**config.mk**
```make
export PLATFORM = sky130hd
export DESIGN_NAME = if_stage_flat
export DESIGN_NICKNAME = d
export VERILOG_FILES = /design/src/rtl/if_stage_pkg.sv /design/src/rtl/if_stage_if.sv /design/src/rtl/if_stage_ifid.sv /design/src/rtl/if_stage.sv /design/src/flat_wrapper.sv
export SDC_FILE = /design/constraint.sdc
export NUM_CORES = 1
export LEC_CHECK = 0
export CAP_MARGIN = 20
export CORE_UTILIZATION = 38
export CTS_CLUSTER_SIZE = 20
export DETAILED_ROUTE_END_ITERATION = 8
export PLACE_DENSITY_LB_ADDON = 0.3
export SKIP_LAST_GASP = 1
export SYNTH_ARGS = -nofsm -noshare
export SYNTH_HDL_FRONTEND = slang
export SYNTH_SLANG_ARGS = --single-unit
```
**constraint.sdc**
```tcl
create_clock -name clk -period 1.4 [get_ports clk]
set_input_delay 0.21 -clock clk [delete_from_list [all_inputs] [get_ports clk]]
set_output_delay 0.21 -clock clk [all_outputs]
set_load 0.05 [all_outputs]
```
**src/rtl/if_stage_pkg.sv**
```systemverilog
// Shared MIPS pipeline definitions: default widths, reset PC and the nop
// encoding used by the fetch stage and the decode stage.
package if_stage_pkg;

  localparam int DEF_PC_WIDTH      = 6;
  localparam int DEF_REG_DIR_WIDTH = 3;
  localparam int DEF_RESET_PC      = 0;

  localparam logic [31:0] NOP_INSTR = 32'h0000_0000;

  // Bit positions of the rs and rt register fields in an R/I-type word.
  localparam int RS_LSB = 21;
  localparam int RT_LSB = 16;

endpackage

```
**src/rtl/if_stage_if.sv**
```systemverilog
// Instruction-memory read bus.
// The fetch stage drives the word address.
// The memory answers combinationally in the same cycle.
interface if_stage_if #(
  parameter int PC_WIDTH = if_stage_pkg::DEF_PC_WIDTH
);

  logic [PC_WIDTH-1:0] imem_addr;
  logic [31:0]         imem_data;

  modport master (
    output imem_addr,
    input  imem_data
  );

  modport slave (
    input  imem_addr,
    output imem_data
  );

endinterface

```
**src/rtl/if_stage_ifid.sv**
```systemverilog
// IF/ID pipeline register.
// Priority of the controls is: reset, then hold (en low), then squash (clr),
// then load.
// clr is ignored while en is low, so a squash requested on stale decode
// operands during a stall never takes effect.
module ifid_reg
  import if_stage_pkg::*;
#(
  parameter int PC_WIDTH = DEF_PC_WIDTH
) (
  input  logic                clk,
  input  logic                rst,
  input  logic                en,
  input  logic                clr,
  input  logic [31:0]         instr_d,
  input  logic [PC_WIDTH-1:0] pc_next_d,
  output logic [31:0]         instr_q,
  output logic [PC_WIDTH-1:0] pc_next_q,
  output logic                valid_q
);

  // Update the IF/ID fields: reset, hold, squash to nop, or capture the fetch.
  always_ff @(posedge clk) begin
    if (rst) begin
      instr_q   <= NOP_INSTR;
      pc_next_q <= '0;
      valid_q   <= 1'b0;
    end else if (en) begin
      if (clr) begin
        instr_q   <= NOP_INSTR;
        pc_next_q <= '0;
        valid_q   <= 1'b0;
      end else begin
        instr_q   <= instr_d;
        pc_next_q <= pc_next_d;
        valid_q   <= 1'b1;
      end
    end
  end

endmodule

```
**src/rtl/if_stage.sv**
```systemverilog
// Instruction fetch stage of the pipelined MIPS.
// The stage holds the PC register, the +1 incrementer and the next-PC mux.
// It drives the instruction-memory address straight from the PC.
// It feeds the IF/ID register, which decode reads from.
module if_stage
  import if_stage_pkg::*;
#(
  parameter int PC_WIDTH      = DEF_PC_WIDTH,
  parameter int REG_DIR_WIDTH = DEF_REG_DIR_WIDTH,
  parameter int RESET_PC      = DEF_RESET_PC
) (
  input  logic                     clk,
  input  logic                     rst,
  input  logic                     Stall,
  input  logic                     Branch,
  input  logic                     Iguales,
  input  logic                     IF_Flush,
  input  logic [PC_WIDTH-1:0]      ALUR,
  if_stage_if.master               imem,
  output logic [PC_WIDTH-1:0]      PC,
  output logic [31:0]              Instruction,
  output logic [PC_WIDTH-1:0]      PCNext,
  output logic                     IFID_Valid,
  output logic [REG_DIR_WIDTH-1:0] IFID_RegisterRs,
  output logic [REG_DIR_WIDTH-1:0] IFID_RegisterRt
);

  localparam logic [PC_WIDTH-1:0] RESET_PC_V = PC_WIDTH'(RESET_PC);
  localparam logic [PC_WIDTH-1:0] PC_ONE     = PC_WIDTH'(1);

  logic [PC_WIDTH-1:0] pc_q;
  logic [PC_WIDTH-1:0] seq;
  logic [PC_WIDTH-1:0] pc_d;
  logic                taken;

  // A branch only redirects when the stage is not stalled.
  // During a stall the comparator result comes from stale operands.
  assign taken = Branch & Iguales & ~Stall;

  // The incrementer wraps naturally at 2^PC_WIDTH.
  assign seq = pc_q + PC_ONE;

  // Next-PC mux: hold on stall, otherwise the branch target or the next sequential address.
  always_comb begin
    pc_d = seq;
    if (Stall) begin
      pc_d = pc_q;
    end else if (taken) begin
      pc_d = ALUR;
    end
  end

  // PC register; reset wins over every other control.
  always_ff @(posedge clk) begin
    if (rst) begin
      pc_q <= RESET_PC_V;
    end else begin
      pc_q <= pc_d;
    end
  end

  assign PC             = pc_q;
  assign imem.imem_addr = pc_q;

  ifid_reg #(
    .PC_WIDTH (PC_WIDTH)
  ) u_ifid (
    .clk       (clk),
    .rst       (rst),
    .en        (~Stall),
    .clr       (IF_Flush),
    .instr_d   (imem.imem_data),
    .pc_next_d (seq),
    .instr_q   (Instruction),
    .pc_next_q (PCNext),
    .valid_q   (IFID_Valid)
  );

  assign IFID_RegisterRs = Instruction[REG_DIR_WIDTH-1+RS_LSB:RS_LSB];
  assign IFID_RegisterRt = Instruction[REG_DIR_WIDTH-1+RT_LSB:RT_LSB];

endmodule

```
**src/flat_wrapper.sv**
```systemverilog
// flat-port wrapper written by rule: the top's interface ports become plain ports
module if_stage_flat import if_stage_pkg::*;
#(
  parameter int PC_WIDTH      = DEF_PC_WIDTH,
  parameter int REG_DIR_WIDTH = DEF_REG_DIR_WIDTH,
  parameter int RESET_PC      = DEF_RESET_PC
)
  (clk, rst, Stall, Branch, Iguales, IF_Flush, ALUR, PC, Instruction, PCNext, IFID_Valid, IFID_RegisterRs, IFID_RegisterRt, imem_imem_addr, imem_imem_data);
  if_stage_if #(.PC_WIDTH(PC_WIDTH)) imem_i ();
  input  logic clk;
  input  logic rst;
  input  logic Stall;
  input  logic Branch;
  input  logic Iguales;
  input  logic IF_Flush;
  input  logic [PC_WIDTH-1:0] ALUR;
  output logic [PC_WIDTH-1:0] PC;
  output logic [31:0] Instruction;
  output logic [PC_WIDTH-1:0] PCNext;
  output logic IFID_Valid;
  output logic [REG_DIR_WIDTH-1:0] IFID_RegisterRs;
  output logic [REG_DIR_WIDTH-1:0] IFID_RegisterRt;
  output wire logic [$bits(imem_i.imem_addr)-1:0] imem_imem_addr;
  input wire logic [$bits(imem_i.imem_data)-1:0] imem_imem_data;
  assign imem_imem_addr = imem_i.imem_addr;
  assign imem_i.imem_data = imem_imem_data;
  if_stage #(.PC_WIDTH(PC_WIDTH), .REG_DIR_WIDTH(REG_DIR_WIDTH), .RESET_PC(RESET_PC)) u_core (.clk(clk), .rst(rst), .Stall(Stall), .Branch(Branch), .Iguales(Iguales), .IF_Flush(IF_Flush), .ALUR(ALUR), .imem(imem_i), .PC(PC), .Instruction(Instruction), .PCNext(PCNext), .IFID_Valid(IFID_Valid), .IFID_RegisterRs(IFID_RegisterRs), .IFID_RegisterRt(IFID_RegisterRt));
endmodule
```
==> flow_summary.ini, run 1 <==
[pwr]
vdd_drop_max_v = 0.000660
p_per_area_nw_per_um2 = 925
finalPower_mw = 3.27
power_leakage_nw = 1.35

[routing]
post-route-drc-count = 6
drt-met1-wl_mm = 2.21
ant_nets = 0
dr_total_vias = 1822
viasPerCell = 5.24
first_pass_iters = 7
wire_per_inst_um = 15.3
wl_met2_mm = 2.66
drtIter0Drc = 103
finalWirelength_mm = 5.33
wl_met3_um = 358
top_layer_used = met4

[floorplanning]
io_pins = 101
core_um2 = 4470
die_y_um = 71.0
num_rows = 24
initial_utilization = 0.404
die_x_um = 71.0
die_area_um2 = 5030

[clocking]
cts_hold_buffers = 0
clk_latency_ns = 0.30
cts_tree = done
post_cts_buffers = 0
numCtsBuffers = 5
cts_htree_levels = 2
clock_sinks = 45
cts_max_path_buffers = 2
root_buffer = clkbuf_8
path_clk_slew_ns = 0.08
post_cts_resized = 0

[synth]
synth.avg_cell_area_um2 = 8.94
postSynthNetCount = 247
synth_edf_count = 0
ys_ff_latch = 45
synthFlopType = dfxtp_1
yosysSeqAreaShare = 0.499
synth_cell_types = 29
syn_area_um2 = 1810
synth_async_sr_flop_share = 0
synth_cells = 202
yosysWarningCount = 0

[sta]
period_needed_ns = 1.35
drv_slew = 0
final-setup-viol-count = 0
final-hold-violation-count = 0
post-route-period-util = 0.967
fin_skew_ns = 0.00449
rsz0062_at_grt = false
max-slew-margin-rel = 0.770
fmax_ghz = 0.739
worst_slew_pin_slew_ns = 0.345

[setup_path]
required_ns = 1.63
slowest_delay_ns = 0.42
rr_worst_depth = 5
path_cells = ha_1 -> nand3_2 -> nor4_2 -> a31oi_1 -> a21oi_1
cp_num_cells = 5
cp_num_buf_inv = 0
crit_family = simple AND/OR/NAND/NOR gates
worstPathMaxFanout = 6
cp-end-kind = flop
start_kind = flop
critPathKind = flop to flop
critPathSlowestCell = dfxtp_4
worstPathArrival_ns = 1.58

[placement]
place_congestion = 0.805
dp_hpwl_mm = 4.00
port-buffer-count = 100

[finish]
nets = 340
n_antenna_cell = 0
synthToLayoutAreaGrowth_pct = 95.8
finish.utilization = 0.791
drive_above_1_share = 0.307

[flow_run]
cap_violations = 0

[outcome]
violations = design-rule violations
status = complete, but fails checks

[worst_hold_path]
hold_path_depth = 2
hold_path.class = input pin to flop

[global_routing]
antenna_found_initial = 0
grt_max_degree = 30
overflow = 0
grt_pass1_vias = 1794
grtUsageTotal = 0.221
grt_pass1_wl_mm = 8.71
metrics by stage:
stage / setup TNS (ns) / cell area, µm² / hold WS (ns) / setup slack [ns] / cells
2_1_floorplan: 0 / 1820 / 0.354 / 0.0730 / 202
3_3_place_gp: -0.0409 / 3410 / 0.475 / -0.0265 / 340
3_5_place_dp: -0.554 / 3410 / 0.486 / -0.0979 / 340
4_1_cts: 0 / 3530 / 0.172 / 0.132 / 348
5_1_grt: 0 / 3540 / 0.182 / 0.00475 / 348
6_report: 0 / 3540 / 0.177 / 0.0464 / 348
report_power, final:
| group | switching, mW | leakage (nW) | total, mW | internal [mW] |
|---|---|---|---|---|
| logic | 0.413 | 0.927 | 0.849 | 0.436 |
| registers | 0.0715 | 0.370 | 1.40 | 1.33 |
| clock network | 0.439 | 0.0574 | 1.02 | 0.580 |
| total | 0.924 | 1.35 | 3.27 | 2.35 |
Yosys cell counts, types with 2 or more instances:
cell type   n  area [µm²]
dfxtp_1    45         901
nor2_1     39         146
a22oi_1    31         233
a21oi_1    13        65.1
buf_4      12        90.1
nand2_1    12        45.0
buf_2       9        45.0
clkbuf_1    5        18.8
nor3b_1     5        37.5
a31oi_1     3        18.8
nand3_1     3        15.0
nor3_1      3        15.0
nor4_1      3        18.8
a21o_1      2        15.0
o22ai_1     2        12.5
xor2_1      2        17.5
worst paths after layout:
path	start	endpoint	slack, ns
max reg2reg	u_core.PC[1]	u_core.PC[4]	0.05
max	u_core.PC[1]	u_core.PC[4]	0.05
min	rst	u_core.u_ifid.pc_next_q[2]	0.18
min reg2reg	u_core.u_ifid.pc_next_q[4]	u_core.u_ifid.pc_next_q[4]	0.54
metal layers:
metal | vias up | track usage
met5 | - | 0
met2 | 69 | 0.371
met1 | 861 | 0.271
li1 | 883 | -
met3 | 9 | 0.0556
met4 | 0 | 0.0889
kinds of logic (layout without fill, tap and decap cells):
family | after synthesis | in the layout | share of synthesized area
AO/OA/AOI/OAI | 55 | 55 | 0.211
XOR/XNOR | 3 | 3 | 0.0145
adder cells (fa/ha/maj) | 1 | 1 | 0.00692
buffers and inverters | 28 | 122 | 0.0935
flip-flops | 45 | 45 | 0.499
AND/OR/NAND/NOR | 70 | 70 | 0.176
cell usage in the layout, fill, tap and decap left out, drive strengths merged, types with 2 or more instances in the layout:
master	count
a21o	2
a21oi	13
a22oi	31
a31oi	3
buf	73
clkbuf	6
clkdlybuf4s50	41
dfxtp	45
nand2	12
nand3	3
nor2	40
nor3	3
nor3b	5
nor4	3
o22ai	2
xor2	2
state kept, by name (all words and copies together), names as in the netlist:
register / count
u_core.u_ifid.pc_next_q: 6
u_core.u_ifid.instr_q: 32
u_core.PC: 6
u_core.u_ifid.valid_q: 1
cell type report:
type	count	area, µm²
Fill cell	281	937
Tap cell	52	65.1
Sequential cell	45	912
Multi-Input combinational cell	129	748
Clock inverter	2	37.5
Clock buffer	6	82.6
Timing Repair Buffer	114	1690
No activity file was read; power rests on OpenSTA's default activity.
==> run 2: changes to the inputs <==
Settings changed: CAP_MARGIN 20 to 10, CORE_UTILIZATION 38 to 34.
Clock period 1.4 ns to 1.1 ns, I/O delays scaled along.
==> flow_summary.ini, run 2 (synthesis gave the netlist of run 1 again) <==
[routing]
drtIter0Drc = 46
wire_per_inst_um = 14.6
viasPerCell = 4.99
post-route-drc-count = 0
first_pass_iters = 4
ant_nets = 0
finalWirelength_mm = 5.54
dr_total_vias = 1886

[setup_path]
worstPathMaxFanout = 4
worstReg2RegStart = u_core.PC[0]
rr_worst_depth = 6
start_kind = flop
required_ns = 1.32
regToRegEndpoint = u_core.PC[4]
crit_start = u_core.PC[0]
ff2ff_setup_slack_ns = -0.11
cp-end-kind = flop
worstPathArrival_ns = 1.43
critPathKind = flop to flop

[worst_hold_path]
worstHoldStart = rst
min_to = u_core.PC[0]
hold_path_depth = 2
hold_path.class = input pin to flop

[sta]
rsz0062_at_grt = true
finalWorstSetupSlack_ns = -0.113
final-hold-violation-count = 0
fin_tns_setup_ns = -0.495
worst_slew_pin_slew_ns = 0.465
drv_slew = 0
fin_skew_ns = 0.00184
period_needed_ns = 1.21
final-setup-viol-count = 9
max-slew-margin-rel = 0.690
post-route-period-util = 1.10
fmax_ghz = 0.824

[floorplanning]
die_y_um = 74.9
die_area_um2 = 5610
io_pins = 101
initial_utilization = 0.354
core_um2 = 5110
die_x_um = 74.9
num_rows = 26

[finish]
synthToLayoutAreaGrowth_pct = 109
ff_latch_area_um2 = 931
multi_input_area_um2 = 855
layout_commonest_cell = buf_12
drive_above_1_share = 0.406
finish.instance_area_um2 = 3780
nets = 352
nFillCells = 348
final_cell_mix = 60 x buf_12, 40 x clkdlybuf4s50_1, 37 x nor2_1
largest_reg_flops = 32
largest_register = u_core.u_ifid.instr_q
n_antenna_cell = 0

[clocking]
clock_sinks = 45
cts_htree_levels = 2
cts_max_path_buffers = 2
clk_latency_ns = 0.29
root_buffer = clkbuf_8
path_clk_slew_ns = 0.09
numCtsBuffers = 5
cts_tree = done

[pwr]
power_leakage_nw = 1.45
p_per_area_nw_per_um2 = 1060
vdd_drop_max_v = 0.000838
finalPower_mw = 3.99

[outcome]
status = complete, but fails checks
violations = negative setup slack

[global_routing]
antenna_found_initial = 0
grt_max_degree = 43
overflow = 0
grt_pass1_vias = 1721
grt_pass1_wl_mm = 8.18
grtUsageTotal = 0.194

[placement]
port-buffer-count = 100
place_area_um2 = 3470
place_congestion = 0.794
dp_hpwl_mm = 3.79

[flow_run]
cap_violations = 0
-- run 2: area by class of cell --
cell class | count | share of cell area
flip-flops and latches | 45 | 0.246
well taps | 70 | 0.0232
repair buffers | 126 | 0.481
clock buffers | 5 | 0.0182
multi-input cells | 129 | 0.226
clock inverters | 3 | 0.00562
-- run 2: repair_timing --
| item | CTS | global route |
|---|---|---|
| buffers inserted | 8 | 2 |
| hold buffers | 0 | 0 |
| pin swaps | 1 | 9 |
| setup endpoints to repair | 20 | 27 |
| resized for setup | 14 | 23 |
-- run 2: worst max-delay path, cell delays in order, from the launching register on --
cell     delay [ns]
dfxtp_4        0.37
buf_12         0.11
ha_4           0.17
nand3_4        0.10
nor4_2         0.17
a31oi_1        0.08
a21oi_1        0.13
-- run 2: metrics by stage --
| step | worst slack [ns] | instances | hold WS (ns) | utilization |
|---|---|---|---|---|
| global placement | -0.261 | 360 | 0.405 | 0.679 |
| finish | -0.113 | 378 | 0.117 | 0.741 |
| detailed placement | -0.312 | 360 | 0.419 | 0.679 |
| floorplan | -0.111 | 202 | 0.309 | - |
| global route | -0.188 | 378 | 0.118 | 0.741 |
| CTS | -0.0987 | 376 | 0.102 | 0.720 |
-- run 2: metal layers --
| layer | global-route usage | wire [µm] | vias to the layer above |
|---|---|---|---|
| met5 | 0 | 0 | - |
| met3 | 0.0669 | 475 | 6 |
| li1 | - | - | 909 |
| met4 | 0.0692 | 55 | 0 |
| met1 | 0.222 | 2100 | 891 |
| met2 | 0.335 | 2910 | 80 |
-- run 2: worst max-delay path by stage --
stage	to	slack [ns]	cells after the start
after detailed placement	u_core.PC[5]	-0.31	5
final	u_core.PC[4]	-0.11	6
after floorplan	u_core.PC[4]	-0.11	5
after CTS	imem_imem_addr[0]	-0.1	3
after global placement	u_core.PC[0]	-0.26	4
after global routing	u_core.PC[4]	-0.19	6
-- run 2: where the power goes --
part	switching, mW	leakage, nW	internal, mW
Combinational	0.571	1.03	0.624
Sequential	0.0801	0.374	1.69
Clock	0.578	0.0445	0.451
